[src/rtl/syn_fifo_rd_burst_ctrl.sv]
// rtl/syn_fifo_rd_burst_ctrl.sv - read-burst controller for syn_fifo with 2-entry skid buffer
// Optional partial-flush timeout enabled by defining FIFO_RD_TIMEOUT_EN.
module syn_fifo_rd_burst_ctrl #(
  parameter int FIFO_ENTRIES = 16,
  parameter int DATA_WIDTH   = 8,
  parameter int BURST_LEN    = 4,
  parameter int TIMEOUT      = 32,
  localparam int LW          = $clog2(FIFO_ENTRIES) + 1
) (
  input  logic                  sys_clk,
  input  logic                  sys_rst,
  input  logic                  burst_en_i,
  input  logic                  fifo_empty_i,
  input  logic [LW-1:0]         fifo_level_i,
  output logic                  fifo_ren_o,
  input  logic [DATA_WIDTH-1:0] fifo_rdata_i,
  output logic                  m_valid_o,
  output logic [DATA_WIDTH-1:0] m_data_o,
  output logic                  m_last_o,
  input  logic                  m_ready_i,
  output logic                  busy_o
);

  typedef enum logic [1:0] {IDLE, BURST, FINISH} state_t;

  localparam logic [LW-1:0] BURST_LW = LW'(BURST_LEN);

  generate
    if (BURST_LEN < 1 || BURST_LEN > FIFO_ENTRIES || TIMEOUT < 1) begin : g_bad_cfg
      $error("syn_fifo_rd_burst_ctrl: illegal BURST_LEN/TIMEOUT");
    end
  endgenerate

  state_t                state, state_n;
  logic [LW-1:0]         beat_cnt, beat_cnt_n;
  logic                  ren;
  logic                  inflight, inflight_last;
  logic [DATA_WIDTH-1:0] skid_data [2];
  logic [1:0]            skid_last;
  logic                  skid_wr, skid_rd;
  logic [1:0]            skid_cnt;
  logic                  push, pop, has_credit, start_full, start_short;

  assign push       = inflight;
  assign pop        = m_valid_o & m_ready_i;
  assign m_valid_o  = (skid_cnt != 2'd0);
  assign m_data_o   = m_valid_o ? skid_data[skid_rd] : '0;
  assign m_last_o   = m_valid_o & skid_last[skid_rd];
  assign busy_o     = (state != IDLE) | m_valid_o;
  assign fifo_ren_o = ren;
  assign start_full = burst_en_i & (fifo_level_i >= BURST_LW);

  // A slot freed by this cycle's pop counts as credit, which sustains one beat per cycle.
  assign has_credit = ({1'b0, skid_cnt} + {2'b0, inflight}) < (3'd2 + {2'b0, pop});

`ifdef FIFO_RD_TIMEOUT_EN
  localparam int TW = $clog2(TIMEOUT) + 1;
  logic [TW-1:0] idle_cnt;
  logic          partial;

  assign partial     = burst_en_i & (fifo_level_i != '0) & (fifo_level_i < BURST_LW);
  assign start_short = (state == IDLE) & partial & (idle_cnt == TW'(TIMEOUT - 1));

  always_ff @(posedge sys_clk or negedge sys_rst) begin
    if (!sys_rst) begin
      idle_cnt <= '0;
    end else if (state == IDLE && partial && !start_short) begin
      idle_cnt <= idle_cnt + 1'b1;
    end else begin
      idle_cnt <= '0;
    end
  end
`else
  assign start_short = 1'b0;
`endif

  always_comb begin
    state_n    = state;
    beat_cnt_n = beat_cnt;
    ren        = 1'b0;
    case (state)
      IDLE: begin
        if (start_full) begin
          state_n    = BURST;
          beat_cnt_n = BURST_LW;
        end else if (start_short) begin
          state_n    = BURST;
          beat_cnt_n = fifo_level_i;
        end
      end
      BURST: begin
        ren = ~fifo_empty_i & (beat_cnt != '0) & has_credit;
        if (ren) beat_cnt_n = beat_cnt - 1'b1;
        if (beat_cnt_n == '0) state_n = FINISH;
      end
      FINISH: begin
        if (!m_valid_o && !inflight) state_n = IDLE;
      end
      default: state_n = IDLE;
    endcase
  end

  always_ff @(posedge sys_clk or negedge sys_rst) begin
    if (!sys_rst) begin
      state         <= IDLE;
      beat_cnt      <= '0;
      inflight      <= 1'b0;
      inflight_last <= 1'b0;
      skid_cnt      <= 2'd0;
      skid_wr       <= 1'b0;
      skid_rd       <= 1'b0;
      skid_last     <= 2'b00;
    end else begin
      state         <= state_n;
      beat_cnt      <= beat_cnt_n;
      inflight      <= ren;
      inflight_last <= ren & (beat_cnt == LW'(1));
      if (push) begin
        skid_last[skid_wr] <= inflight_last;
        skid_wr            <= ~skid_wr;
      end
      if (pop) skid_rd <= ~skid_rd;
      skid_cnt <= skid_cnt + {1'b0, push} - {1'b0, pop};
    end
  end

  // Payload needs no reset: m_data_o is masked while the buffer is empty.
  always_ff @(posedge sys_clk) begin
    if (push) skid_data[skid_wr] <= fifo_rdata_i;
  end

endmodule
[config.mk]
export PLATFORM = sky130hd
export DESIGN_NAME = syn_fifo_rd_burst_ctrl
export DESIGN_NICKNAME = d
export VERILOG_FILES = /design/src/rtl/syn_fifo_rd_burst_ctrl.sv
export SDC_FILE = /design/constraint.sdc
export NUM_CORES = 1
export LEC_CHECK = 0
export CAP_MARGIN = 20
export CORE_ASPECT_RATIO = 0.5
export CORE_MARGIN = 1.5
export CORE_UTILIZATION = 31
export DETAILED_ROUTE_END_ITERATION = 10
export PLACE_DENSITY_LB_ADDON = 0.08
export RECOVER_POWER = 100
export SETUP_SLACK_MARGIN = 0.2
export SYNTH_ARGS = -nofsm -noshare
export SYNTH_HDL_FRONTEND = slang
export SYNTH_SLANG_ARGS = --single-unit
[constraint.sdc]
create_clock -name sys_clk -period 1.95 [get_ports sys_clk]
set_clock_uncertainty 0.2 [all_clocks]
set_input_delay 0.39 -clock sys_clk [delete_from_list [all_inputs] [get_ports sys_clk]]
set_output_delay 0.39 -clock sys_clk [all_outputs]
set_load 0.01 [all_outputs]
==> results of run 1 <==
[final cells by class]
cell class | instances | area share
clock buffer | 5 | 0.0300
clock inverter | 2 | 0.00382
inverter | 9 | 0.0169
multi-input combinational | 71 | 0.301
sequential | 31 | 0.373
tap | 57 | 0.0311
timing repair buffer | 65 | 0.244
[logic make-up after synthesis]
logic type               share of synthesized area
flip-flops                                   0.599
AND/OR/NAND/NOR                              0.102
AO/OA/AOI/OAI                               0.0849
multiplexers                                0.0928
buffers and inverters                       0.0289
adder cells (fa/ha/maj)                     0.0613
XOR/XNOR                                    0.0307
[routing by layer]
layer	vias up	GRT usage	routed length, um
li1	544	-	-
met1	521	0.161	1270
met2	14	0.240	1560
met3	4	0.0465	116
met4	0	0.0429	34
met5	-	0	0
[worst max-delay path: stages (launching register included)]
cell,delay (ns)
dfrtp_1,0.38
ha_2,0.20
ha_4,0.16
a211oi_4,0.18
nand3_2,0.12
inv_2,0.08
buf_6,0.09
[state kept, by name, indices dropped and copies added (netlist names)]
signal,count
skid_last,2
skid_wr,1
skid_cnt,2
skid_data,16
inflight,1
inflight_last,1
skid_rd,1
beat_cnt,5
state,2
[cell usage in the layout, fill, tap and decap left out, types with 5 or more instances in the layout]
master / n
buf_4: 23
buf_6: 17
edfxtp_1: 16
dfrtp_1: 15
mux2i_1: 10
dlygate4sd3_1: 10
buf_2: 7
nor2_1: 6
inv_1: 5
nand2_1: 5
clkbuf_8: 5
clkdlybuf4s50_1: 5
[how the worst min path moves through the flow]
stage                  from           to  slack (ns)  depth (start not counted)
floorplan           sys_rst  beat_cnt[0]       -0.11                          0
global placement    skid_wr      skid_wr        0.27                          1
detailed placement  skid_wr      skid_wr        0.28                          1
CTS                 sys_rst      skid_rd        0.24                          2
global route        skid_wr      skid_wr        0.30                          1
finish              skid_wr      skid_wr        0.29                          1
[repair_timing]
action,in CTS,in global routing
setup buffers,13,1
endpoints found under the setup margin,21,20
pin swaps,22,10
gates resized for setup,84,14
[power by group through the flow]
stage,sequential [mW],clock (mW),combinational [mW]
after global placement,0.966,0,1.61
after detailed placement,0.969,0,1.63
after floorplan,0.990,0,0.827
final,0.952,0.461,2.15
after CTS,0.952,0.473,2.03
after global routing,0.974,0.502,2.35
==> flow_summary.json, run 1 <==
{
  "powerDensity_nw_per_um2": 1550,
  "swShare": 0.366,
  "min_period_ns": 2.08,
  "die_h_um": 51.0,
  "setup_slack_ns": -0.131,
  "finalSetupViolCount": 4,
  "final_hold_viol_count": 0,
  "seq_area_um2": 856,
  "leakagePower_nw": 0.981,
  "grt_pass1_vias": 1133,
  "synth_most_common_cell": "edfxtp_1",
  "tns_ns": -0.214,
  "syn_area_per_cell_um2": 12.6,
  "r2r_slack_ns": -0.04,
  "layout.nets": 208,
  "critPathKind": "register to output pin",
  "grt.total_usage": 0.137,
  "grt_first_pass_wirelength_um": 5160,
  "combinationalPowerShare": 0.603,
  "ant_nets": 0,
  "failed_checks": "negative setup slack",
  "fin_hold_ws_ns": 0.292,
  "critPathCapture": "fifo_ren_o",
  "core_um2": 4400,
  "worstReg2RegStart": "inflight",
  "vias": 1083,
  "synth_edf_count": 16,
  "synth_warnings": 0,
  "netlist_area_um2": 1430,
  "rr_endpoint": "beat_cnt[4]",
  "postLayoutCellArea_um2": 2290,
  "wl_per_cell_um": 12.4,
  "clock-sinks": 31,
  "vias_per_cell": 4.51,
  "drt-pass1-iter-count": 4,
  "finalMaxSlewViolations": 0,
  "seq_area_frac_synth": 0.599,
  "clk_pin_slew_worst_paths_ns": 0.06,
  "cts_root_buf": "clkbuf_8",
  "grt_max_degree": 16,
  "fmax_mhz": 481,
  "pre_cts_ws_ns": -0.444,
  "rsz0062_at_grt": "yes",
  "clock_path_buffers": 2,
  "synthCells": 113,
  "htreeDepth": 2,
  "internal_power_mw": 2.26,
  "synth.top_cell.area_share": 0.336,
  "start_util": 0.325,
  "syn-num-nets": 138,
  "nFillCells": 392,
  "synth_cell_types": 32,
  "ys_top_cells_by_area": "edfxtp_1, dfrtp_1, mux2i_1",
  "critPathRequiredTime_ns": 1.36,
  "numCtsBuffers": 5,
  "relSlewSlack": 0.432,
  "startpoint_type": "register",
  "multi_input_area_um2": 689,
  "post-route-period-util": 1.07,
  "finalPower_mw": 3.56,
  "tightest_slew_ns": 0.852,
  "synth_common_cells": "edfxtp_1, dfrtp_1, nor2_1, mux2i_1, inv_1",
  "area_growth_pct": 60.5,
  "rows": 17,
  "ir_drop_mv": 0.565,
  "arrival_ns": 1.49,
  "ys_ff_latch": 31,
  "utilization": 0.521,
  "cp-end-kind": "output pin",
  "hp-class": "register to register",
  "ys.flop_type": "edfxtp_1",
  "gp_congestion": 0.762,
  "io_buffers": 27,
  "drv_cap": 0,
  "ios": 30,
  "p_clk_frac": 0.129,
  "initialDrtViolationCount": 16,
  "ys_async_sr_fraction": 0.484,
  "dp_hpwl_um": 2130,
  "reg2reg_depth": 9,
  "antenna_found_initial": 0,
  "cts_tree": "done",
  "drc": 0,
  "yosysTopAreaCell": "edfxtp_1",
  "power_frac_seq": 0.267,
  "startpoint": "inflight",
  "cts_hold_buf": 0,
  "drive_gt1_frac": 0.481,
  "dpl_cell_area_um2": 1970,
  "diodes": 0,
  "p_switching_mw": 1.30,
  "die_area_um2": 5050,
  "fin_cells": 240,
  "insertion_delay_ns": 0.28,
  "dp.cells": 219,
  "totalWireLength_um": 2980,
  "crit_fanout": 2,
  "grt_overflow": 0,
  "outcome": "finished with violations",
  "fp.dieW_um": 99.0
}
No activity file was read; power rests on OpenSTA's default activity.
==> run 2, diff against run 1 <==
--- a/config.mk
+++ b/config.mk
@@ -5,6 +5,7 @@
 export SDC_FILE = /design/constraint.sdc
 export NUM_CORES = 1
 export LEC_CHECK = 0
+export ABC_CLOCK_PERIOD_IN_PS = 1950
 export CAP_MARGIN = 20
 export CORE_ASPECT_RATIO = 0.5
 export CORE_MARGIN = 1.5
==> results of run 2 <==
Same layout as run 1: the final DEF is identical, and so are final timing and power.
